### config.mk
export PLATFORM = sky130hd
export DESIGN_NAME = lcd_msg_writer
export DESIGN_NICKNAME = d
export VERILOG_FILES = /design/src/rtl/lcd_msg_writer.sv
export SDC_FILE = /design/constraint.sdc
export NUM_CORES = 1
export LEC_CHECK = 0
export CORE_MARGIN = 3
export CORE_UTILIZATION = 31
export CTS_BUF_LIST = sky130_fd_sc_hd__clkbuf_8 sky130_fd_sc_hd__clkbuf_16
export DETAILED_ROUTE_END_ITERATION = 8
export DONT_BUFFER_PORTS = 1
export PLACE_DENSITY = 0.56
export REMOVE_ABC_BUFFERS = 1
export SETUP_SLACK_MARGIN = 0.3
export SLEW_MARGIN = 20
export SYNTH_ARGS = -nofsm -noshare
export SYNTH_HDL_FRONTEND = slang
export SYNTH_SLANG_ARGS = --single-unit
### constraint.sdc
create_clock -name clk -period 2.6 [get_ports clk]
set_input_delay 0.52 -clock clk [delete_from_list [all_inputs] [get_ports clk]]
set_output_delay 0.52 -clock clk [all_outputs]
set_load 0.005 [all_outputs]
### src/rtl/lcd_msg_writer.sv
// Avalon-MM master that refreshes a COLS x ROWS character LCD from a loadable message buffer.
// Optional scroll input and message offset are enabled by defining LCD_MSG_SCROLL_EN.
module lcd_msg_writer #(
  parameter int COLS    = 16,
  parameter int ROWS    = 2,
  parameter int MSG_LEN = 32,
  parameter int AW      = $clog2(MSG_LEN)
) (
  input  logic          clk,
  input  logic          reset,
  input  logic          msg_we,
  input  logic [AW-1:0] msg_addr,
  input  logic [7:0]    msg_data,
  input  logic          start,
`ifdef LCD_MSG_SCROLL_EN
  input  logic          scroll,
`endif
  output logic          busy,
  output logic          done,
  output logic          address,
  output logic          chipselect,
  output logic          write,
  output logic [7:0]    writedata,
  input  logic          waitrequest
);

  typedef enum logic [1:0] {IDLE, ROW_CMD, CHAR, DONE} state_t;

  localparam logic [AW:0] LEN_W    = (AW+1)'(MSG_LEN);
  localparam logic [AW:0] ONE_W    = (AW+1)'(1);
  localparam logic [5:0]  LAST_COL = 6'(COLS-1);
  localparam logic [1:0]  LAST_ROW = 2'(ROWS-1);

  state_t        state_q, state_d;
  logic [1:0]    row_q, row_d;
  logic [5:0]    col_q, col_d;
  logic [AW:0]   pos_q, pos_d;
  logic [AW-1:0] offset_q;
  logic          busy_q, busy_d, done_q, done_d;
  logic          addr_q, addr_d, cs_q, cs_d, wr_q, wr_d;
  logic [7:0]    wd_q, wd_d;
  logic [7:0]    mem_q [MSG_LEN];
  logic [AW:0]   sum_s;
  logic [AW-1:0] idx_s;
  logic [7:0]    char_s;
  logic          go_s, accept_s;

  function automatic logic [7:0] row_cmd(input logic [1:0] r);
    case (r)
      2'd0:    row_cmd = 8'h80;
      2'd1:    row_cmd = 8'hC0;
      2'd2:    row_cmd = 8'h94;
      2'd3:    row_cmd = 8'hD4;
      default: row_cmd = 8'h80;
    endcase
  endfunction

  always_ff @(posedge clk) begin
    if (reset) begin
      for (int i = 0; i < MSG_LEN; i++) mem_q[i] <= 8'h20;
    end else if (msg_we && ({1'b0, msg_addr} < LEN_W)) begin
      mem_q[msg_addr] <= msg_data;
    end
  end

`ifdef LCD_MSG_SCROLL_EN
  logic [AW-1:0] offset_d;

  // A scroll seen in IDLE advances the window and doubles as a start request.
  always_comb begin
    offset_d = offset_q;
    if (state_q == IDLE && scroll) begin
      offset_d = (offset_q == AW'(MSG_LEN-1)) ? '0 : offset_q + AW'(1);
    end else begin
      offset_d = offset_q;
    end
  end

  always_ff @(posedge clk) begin
    if (reset) offset_q <= '0;
    else       offset_q <= offset_d;
  end

  assign go_s = (state_q == IDLE) && (start || scroll);
`else
  assign offset_q = '0;
  assign go_s     = (state_q == IDLE) && start;
`endif

  // Character index modulo MSG_LEN by compare-and-subtract; pos_q is always < MSG_LEN when used.
  always_comb begin
    sum_s = {1'b0, offset_q} + pos_q;
    if (sum_s >= LEN_W) idx_s = AW'(sum_s - LEN_W);
    else                idx_s = sum_s[AW-1:0];
    char_s = mem_q[idx_s];
  end

  assign accept_s = wr_q && !waitrequest;

  always_comb begin
    state_d = state_q;
    row_d   = row_q;
    col_d   = col_q;
    pos_d   = pos_q;
    busy_d  = busy_q;
    done_d  = 1'b0;
    addr_d  = addr_q;
    cs_d    = cs_q;
    wr_d    = wr_q;
    wd_d    = wd_q;
    case (state_q)
      IDLE: begin
        if (go_s) begin
          state_d = ROW_CMD;
          row_d   = 2'd0;
          col_d   = 6'd0;
          pos_d   = '0;
          busy_d  = 1'b1;
          cs_d    = 1'b1;
          wr_d    = 1'b1;
          addr_d  = 1'b0;
          wd_d    = row_cmd(2'd0);
        end else begin
          state_d = IDLE;
        end
      end
      ROW_CMD: begin
        if (accept_s) begin
          state_d = CHAR;
          col_d   = 6'd0;
          addr_d  = 1'b1;
          wd_d    = char_s;
          pos_d   = pos_q + ONE_W;
        end else begin
          state_d = ROW_CMD;
        end
      end
      CHAR: begin
        if (!accept_s) begin
          state_d = CHAR;
        end else if (col_q < LAST_COL) begin
          col_d  = col_q + 6'd1;
          addr_d = 1'b1;
          wd_d   = char_s;
          pos_d  = pos_q + ONE_W;
        end else if (row_q < LAST_ROW) begin
          state_d = ROW_CMD;
          row_d   = row_q + 2'd1;
          addr_d  = 1'b0;
          wd_d    = row_cmd(row_q + 2'd1);
        end else begin
          state_d = DONE;
          cs_d    = 1'b0;
          wr_d    = 1'b0;
          busy_d  = 1'b0;
          done_d  = 1'b1;
        end
      end
      DONE:    state_d = IDLE;
      default: state_d = IDLE;
    endcase
  end

  always_ff @(posedge clk) begin
    if (reset) begin
      state_q <= IDLE;
      row_q   <= 2'd0;
      col_q   <= 6'd0;
      pos_q   <= '0;
      busy_q  <= 1'b0;
      done_q  <= 1'b0;
      addr_q  <= 1'b0;
      cs_q    <= 1'b0;
      wr_q    <= 1'b0;
      wd_q    <= 8'h00;
    end else begin
      state_q <= state_d;
      row_q   <= row_d;
      col_q   <= col_d;
      pos_q   <= pos_d;
      busy_q  <= busy_d;
      done_q  <= done_d;
      addr_q  <= addr_d;
      cs_q    <= cs_d;
      wr_q    <= wr_d;
      wd_q    <= wd_d;
    end
  end

  assign busy       = busy_q;
  assign done       = done_q;
  assign address    = addr_q;
  assign chipselect = cs_q;
  assign write      = wr_q;
  assign writedata  = wd_q;

endmodule

# [Word level (Yosys, flattened, before mapping)]
# Memory sizes are Yosys's and may differ from the RTL's.
# Cells that the tools add are included.
[word_totals] ff_bits=27 n_memories=1 mem_bits_rw=256 out_inout_bits=13 word_cells=94 in_bits=18
[memory_table] memory="mem_q" words=32 width=8 rd=1 rd_clocked_by_memory_dff=0 wr=32 line="42" rtl="logic [7:0] mem_q [MSG_LEN];"
[classes] mux=48 n_eq_ne=15 reduce_logical=13 n_lt_le_gt_ge=3 bitwise=2 addsub=4
[op_table] operator="2-to-1 mux 8 bit" n=6
[op_table] operator="2-to-1 mux 6 bit" n=7
[op_table] operator="case mux 6 bit (3 select lines)" n=2
[op_table] operator="case mux 8 bit (4 select lines)" n=1
[op_table] operator="case mux 8 bit (3 select lines)" n=1
[op_table] operator="AND reduction 5 bit" n=4
[op_table] operator="2-to-1 mux 1 bit" n=17
[op_table] operator="2-to-1 mux 2 bit" n=8
[op_table] operator="inequality test 2 bit (second input constant)" n=7
[op_table] operator="adder 6 x 1 -> 6 bit (second input constant)" n=2
[op_table] operator="2-to-1 mux 5 bit" n=2
[op_table] operator="equality test 2 bit (second input constant)" n=4
[op_table] operator="case mux 2 bit (4 select lines)" n=1
[op_table] operator="OR reduction 8 bit" n=1
[op_table] operator="greater-or-equal comparator 6 bit (second input constant)" n=1
[op_table] operator="< comparator 6 x 4 -> 1 bit (second input constant)" n=1
[op_table] operator="inequality test 3 bit (second input constant)" n=2
[op_table] operator="subtractor 5 x 1 -> 5 bit (second input constant)" n=1
[op_table] operator="equality test 2 x 1 -> 1 bit (second input constant)" n=2
[op_table] operator="zero test 2 bit" n=2
[op_table] operator="case mux 2 bit (2 select lines)" n=1
[op_table] operator="OR reduction 4 bit" n=1
[op_table] operator="case mux 1 bit (3 select lines)" n=1
[op_table] operator="nonzero test 3 bit" n=1
[op_table] operator="7 further kinds" n=9

# [Longest topological paths before layout]
# Gate-level depths: netlist of run 1.
[logic_depth] depth_word=7 depth_mapped=9 depth_no_buf=7

# [Worst setup path after synthesis of run 1]
# Ideal clock, no wire load.
[synth_path] path_kind="input-to-reg" start="input reset" end="memory mem_q[0][0], enable pin" path_slack_ns=0.303 path_buffers=2 required_time_ns=2.216 arrival_time_ns=1.913 setup_time_ns=0.384 path_stages=5 path_cell_list="nand2b_1 > or3_1 > clkbuf_1 > clkbuf_1 > o21ai_0"
[synth_lines] item="start, declared" line="10" rtl="input logic reset,"
[synth_lines] item="end, declared" line="42"

==> out/summary.txt, run 1 <==
==================================================================================
Total power per unit cell area                                         675 nW/um^2
Critical-path maximum fanout                                                    17
Standard-cell row count                                                         75
Largest net degree at the start of global routing                               33
Clock tree from TritonCTS                                                    built
CTS clk-pin slew, worst paths                                              0.06 ns
Later-pin clock latency in the skew report                                 0.52 ns
Final period utilization                                                     86.5%
Share of the yosys chip area belonging to registers                          61.7%
Synth Flop Type                                                       sky130_fd_sc_hd__edfxtp_1
Count of synthesis-stage warnings from yosys                                     0
Detailed Route Iter0 Violations                                                890
Required @ worst endpoint                                                  3.00 ns
Post-synth design cell area                                            13500 sq um
Drt pass-1 iters                                                                 5
HPWL reported at the end of detailed placement                            22200 um
Result of the run                                                        completed
Die Outline Area                                                       46000 sq um
Critical setup path kind                                                   reg2reg
Number of fillers in the final layout                                         4070
Ordered cell list for the critical path                               buf_16 > mux4_1 > a22o_1 > o21ai_0 > o21ai_0 > a22o_1
Post-synth EDFFs                                                               256
Share of final-layout standard cells stronger than drive strength 1          17.2%
Final hold violations                                                            0
Final Setup Violations                                                           0
Worst clock skew on the final layout                                     0.0241 ns
Routed wire length                                                        34300 um
RSZ-0062 raised after global routing                                            no
CTS Root Buffer Type                                                  sky130_fd_sc_hd__clkbuf_16
Number of distinct library cells after synthesis                                53
Via count of the first global-routing pass                                    8053
Relative max-transition margin                                               61.0%
Path class of the lowest-slack min-delay path                               in2reg
Max-cap viol count                                                               0
Highest clock frequency the design can meet                              0.445 GHz
Area of the multi-input gates                                           4730 sq um
Post-Place Cell Area                                                   14300 sq um
Footprint of the flip-flops and latches                                 8320 sq um
Worst supply voltage drop on vdd                                          0.394 mV
Antenna violations before repair                                                 0
Initial cell density of the core                                             31.8%
Leading cell type in the layout, fill and taps excluded               sky130_fd_sc_hd__edfxtp_1
LEAKAGE                                                                 0.00519 uW
Most frequent cells in the layout                                     256 x sky130_fd_sc_hd__edfxtp_1, 227 x sky130_fd_sc_hd__and2_1, 63 x sky130_fd_sc_hd__buf_4
Final estimated routing congestion in global placement                       0.787
Element type at the critical path start                                  flip-flop
Sum of negative setup slack                                                   0 ns
Remaining global-route overflow                                                  0
CTS Buffer Depth                                                                 3
Residual DRC count                                                               0
Wire length of the first global-routing pass                              51600 um
Count of final max-slew check failures                                           0
Syn_area_per_cell                                                       14.1 sq um
Wire per inst                                                              21.7 um
Overall via count from detail_route                                           7930
Max H-tree Level                                                                 2
Count of port buffers added during placement                                     0
Height of the chip                                                          214 um
Crit path DAT                                                              2.65 ns
Slowest cell on crit path                                             sky130_fd_sc_hd__mux4_1
Pin slew with the least headroom to its limit                             0.584 ns
# clock sinks                                                                  287
Number of buffers added by the clock tree synthesis step                        34
Summed area of non-filler cells in the final layout                    15500 sq um
Shortest clock period the worst path allows after layout                   2.25 ns
Width of the die                                                            214 um
P&R area growth vs syn                                                       15.2%
Floorplan Core Area                                                    42400 sq um
CP peak stage delay                                                        0.57 ns
Seq cells post-synth                                                           287
Post-Syn Instances                                                             953
Via-per-instance ratio                                                        5.00
Layout net count                                                              1010
GRT Total Usage                                                              14.7%
Async S/R FF share, synth                                                       0%
Element type at the critical path end                                    flip-flop
Number of I/O pins                                                              31
Antenna-violating nets left                                                      0
Cts-stage hold buffer count                                                      0
==================================================================================
-- sequential cells by signal, indices dropped and copies added (netlist names), named ones only --
signal     flops
pos_q          5
done           1
write          1
writedata      8
mem_q        256
row_q          2
address        1
state_q        2
col_q          6
-- cell type report --
type | count | area share, %
sequential | 287 | 53.6
clock inverter | 26 | 1.35
tap | 577 | 4.65
multi-input combinational | 579 | 30.5
antenna | 1 | 0.0161
timing repair buffer | 70 | 4.16
inverter | 11 | 0.266
clock buffer | 34 | 5.48
-- routing by layer --
| metal | GRT usage, % | routed length [um] | vias to the layer above |
|---|---|---|---|
| met5 | 0 | 0 | - |
| met4 | 4.08 | 732 | 0 |
| met3 | 3.23 | 2400 | 49 |
| met2 | 23.9 | 16300 | 235 |
| met1 | 19.8 | 14800 | 4012 |
| li1 | - | - | 3634 |
-- cells by family (layout without fill, tap and decap cells) --
| kind of cell | Yosys count | count (layout) | share of synthesized area [%] |
|---|---|---|---|
| AOI/OAI and AO/OA | 109 | 109 | 5.29 |
| xor gates and xnor gates | 4 | 4 | 0.260 |
| adders and majority gates | 9 | 9 | 0.836 |
| buffers and inverters | 87 | 141 | 3.34 |
| DFF | 287 | 287 | 61.7 |
| muxes | 74 | 74 | 12.1 |
| other | 0 | 1 | 0 |
| and+or+nand+nor | 383 | 383 | 16.5 |
-- report_power, final --
| part | internal, uW | switching [uW] | leakage (uW) |
|---|---|---|---|
| combinational | 287 | 347 | 0.00193 |
| clock | 2680 | 1830 | 0.000555 |
| sequential | 5240 | 80.0 | 0.00271 |
-- metrics by stage --
stage	setup slack [ns]	util, %	cells	hold WS (ns)	power (uW)
6_report	0.352	36.6	1585	0.0762	10500
5_1_grt	0.320	36.6	1584	0.0547	10800
4_1_cts	0.279	36.3	1579	0.0617	10600
3_5_place_dp	0.247	33.7	1518	0.462	6020
3_3_place_gp	0.291	33.7	1518	0.456	6010
2_1_floorplan	-1.39	-	877	0.443	5760
-- path summary, 6_finish.rpt --
kind | start | to | slack, ns | cells past startpoint
hold / removal | reset | row_q[0] | 0.08 | 1
setup reg to reg | flip-flop | writedata[1] | 0.35 | 6
setup / recovery | flip-flop | writedata[1] | 0.35 | 6
hold reg to reg | col_q[5] | col_q[5] | 0.47 | 2
-- synthesized netlist by cell type, drive strengths merged (3+ instances only) --
library cell / instances / area share [%]
inv: 11 / 0.31
a221oi: 3 / 0.20
o211ai: 5 / 0.28
and2: 227 / 11
nor4: 3 / 0.14
edfxtp: 256 / 57
nand4: 6 / 0.28
clkbuf: 55 / 1.6
mux2i: 7 / 0.52
nand3: 12 / 0.45
nand2b: 5 / 0.23
dfxtp: 31 / 4.6
mux4: 64 / 11
a21boi: 3 / 0.17
o31ai: 4 / 0.22
a22oi: 16 / 0.89
a211oi: 3 / 0.17
nor2: 52 / 1.5
or3: 35 / 1.6
a221o: 3 / 0.22
nor3: 6 / 0.22
ha: 9 / 0.84
a22o: 4 / 0.26
buf: 21 / 1.4
o21ai: 39 / 1.4
a21oi: 19 / 0.71
nand2: 16 / 0.45
mux2: 3 / 0.25
nor2b: 6 / 0.28
nand3b: 7 / 0.39
-- what timing repair did --
| item | CTS | global route |
|---|---|---|
| buffers inserted | 0 | 4 |
| resized for setup | 1 | 6 |
| endpoints found under the setup margin | 1 | 12 |
| gates cloned | 1 | 1 |
-- worst max-delay path: cells and delay by family, from the launching register on --
| family | cells | cell delay (ns) |
|---|---|---|
| muxes | 1 | 0.57 |
| DFF | 1 | 0.45 |
| AOI/OAI and AO/OA | 4 | 0.89 |
| buffers and inverters | 1 | 0.22 |
(Power assumes the default switching activity.)
==> run 2, diff against run 1 <==
--- a/config.mk
+++ b/config.mk
@@ -10,10 +10,10 @@
 export CTS_BUF_LIST = sky130_fd_sc_hd__clkbuf_8 sky130_fd_sc_hd__clkbuf_16
 export DETAILED_ROUTE_END_ITERATION = 8
 export DONT_BUFFER_PORTS = 1
+export MAX_ROUTING_LAYER = met4
 export PLACE_DENSITY = 0.56
 export REMOVE_ABC_BUFFERS = 1
 export SETUP_SLACK_MARGIN = 0.3
-export SLEW_MARGIN = 20
 export SYNTH_ARGS = -nofsm -noshare
 export SYNTH_HDL_FRONTEND = slang
 export SYNTH_SLANG_ARGS = --single-unit
==> run 2 against run 1 <==
  * Clock skew hardly changed
  * Die area is the same
  * Combinational power about the same
  * First-iteration DRC count shrank 8.4%
  * Highest routed layer unchanged
==> out/summary.txt, run 2 (same netlist as run 1, synthesis figures left out) <==
==================================================================================
Result of the run                                                        completed
Number of flip-flops under the largest register name                           256   unchanged
RSZ-0062 raised after global routing                                            no
Layout net count                                                              1010   unchanged
Relative max-transition margin                                               56.8%   -4.2 points
Filler-free cell count of the finished design                                 1585   unchanged
Crit path DAT                                                              2.63 ns   -0.02 ns
Shortest clock period the worst path allows after layout                   2.23 ns   -0.0184 ns
Standard-cell row count                                                         75   unchanged
Number of buffers added by the clock tree synthesis step                        34   unchanged
Max-cap viol count                                                               0   unchanged
Remaining global-route overflow                                                  0   unchanged
Residual DRC count                                                               0   unchanged
Required @ worst endpoint                                                  3.00 ns   about the same
Count of port buffers added during placement                                     0   unchanged
Register ranked first by flip-flop count                                     mem_q
Antenna violations before repair                                                 1   +1
P&R area growth vs syn                                                       15.2%   unchanged
Sum of negative setup slack                                                   0 ns   unchanged
HPWL reported at the end of detailed placement                            22200 um   unchanged
Path class of the lowest-slack min-delay path                               in2reg
Width of the die                                                            214 um   unchanged
Die Outline Area                                                       46000 sq um   unchanged
Number of I/O pins                                                              31   unchanged
Final period utilization                                                     85.8%   -0.71 points
Max H-tree Level                                                                 2   unchanged
LEAKAGE                                                                 0.00519 uW   unchanged
Total power per unit cell area                                         675 nW/um^2   about the same
Critical setup path kind                                                   reg2reg
GRT Total Usage                                                              15.1%   +0.45 points
Detailed Route Iter0 Violations                                                815   -8.4%
Via count of the first global-routing pass                                    8055   +0.025%
Via-per-instance ratio                                                        4.99   -0.19%
Wire length of the first global-routing pass                              51600 um   about the same
Overall via count from detail_route                                           7915   -0.19%
Critical-path maximum fanout                                                    17   unchanged
Worst clock skew on the final layout                                     0.0243 ns   +0.000184 ns
Final estimated routing congestion in global placement                       0.799   +1.5%
CTS Root Buffer Type                                                  sky130_fd_sc_hd__clkbuf_16
Leading cell type in the layout, fill and taps excluded               sky130_fd_sc_hd__edfxtp_1
Drt pass-1 iters                                                                 5   unchanged
Worst supply voltage drop on vdd                                          0.391 mV   -0.85%
Height of the chip                                                          214 um   unchanged
Clock tree from TritonCTS                                                    built
# clock sinks                                                                  287   unchanged
Element type at the critical path end                                    flip-flop
Initial cell density of the core                                             31.8%   unchanged
Largest net degree at the start of global routing                               33   unchanged
Cts-stage hold buffer count                                                      0   unchanged
Count of final max-slew check failures                                           0   unchanged
Later-pin clock latency in the skew report                                 0.52 ns   about the same
Antenna-violating nets left                                                      0   unchanged
Most frequent cells in the layout                                     256 x sky130_fd_sc_hd__edfxtp_1, 227 x sky130_fd_sc_hd__and2_1, 63 x sky130_fd_sc_hd__buf_4
Share of final-layout standard cells stronger than drive strength 1          17.2%   unchanged
Element type at the critical path start                                  flip-flop
Highest clock frequency the design can meet                              0.449 GHz   +0.83%
Wire per inst                                                              21.7 um   +0.28%
Pin slew with the least headroom to its limit                             0.646 ns   +0.0612 ns
CTS Buffer Depth                                                                 3   unchanged
Final hold violations                                                            0   unchanged
CTS clk-pin slew, worst paths                                              0.06 ns   about the same
Routed wire length                                                        34400 um   +0.28%
Final Setup Violations                                                           0   unchanged
Cells after DPL                                                               1518   unchanged
Floorplan Core Area                                                    42400 sq um   unchanged
==================================================================================
## run 2: cell counts in the layout (fill, tap and decap cells not counted)
No cell type changed its count.
## run 2: area by class of cell
type	count	area, sq um
diodes	1	2.50
clock buffers	34	851
well taps	577	722
multi-input cells	579	4730
clock inverters	26	209
flip-flops and latches	287	8320
fillers	4071	26900
repair buffers	70	646
inverters	11	41.3
## run 2: critical path, stage by stage, from the launching register on
cell,delay (ns)
sky130_fd_sc_hd__dfxtp_4,0.45
sky130_fd_sc_hd__buf_16,0.22
sky130_fd_sc_hd__mux4_1,0.57
sky130_fd_sc_hd__a22o_1,0.26
sky130_fd_sc_hd__o21ai_0,0.26
sky130_fd_sc_hd__o21ai_0,0.15
sky130_fd_sc_hd__a22o_1,0.20
## run 2: final timing paths
kind / from / end / slack (ns) / cells after the start
max reg2reg: flip-flop / writedata[1] / 0.37 / 6
min: reset / row_q[0] / 0.08 / 1
max: flip-flop / writedata[1] / 0.37 / 6
min reg2reg: col_q[5] / col_q[5] / 0.47 / 2
## run 2: repair_timing
item	in CTS	in global routing
buffers inserted	0	4
setup endpoints to repair	1	11
gates cloned	1	1
resized for setup	1	6
## run 2: per-layer routing
layer	share of wire (%)	GRT usage, %	vias to the layer above	routed length, um
li1	-	-	3630	-
met1	44	19.8	4010	15200
met2	48	23.9	228	16600
met3	5.9	3.32	47	2030
met4	1.9	4.04	0	652
met5	0	-	-	0
## run 2: per-stage QoR
step	util, %	power (uW)	cell area (sq um)	setup slack (ns)	hold slack, ns
6_report	36.6	10500	15500	0.370	0.0770
5_1_grt	36.6	10800	15500	0.323	0.0547
4_1_cts	36.3	10600	15400	0.279	0.0617
3_5_place_dp	33.7	6020	14300	0.247	0.462
3_3_place_gp	33.7	6010	14300	0.291	0.456
2_1_floorplan	-	5760	13100	-1.39	0.443
## run 2: power breakdown
| group | switching (uW) | internal [uW] | leakage (uW) |
|---|---|---|---|
| registers | 79.7 | 5240 | 0.00271 |
| logic | 348 | 287 | 0.00193 |
| clock network | 1840 | 2680 | 0.000555 |
| total | 2260 | 8210 | 0.00519 |
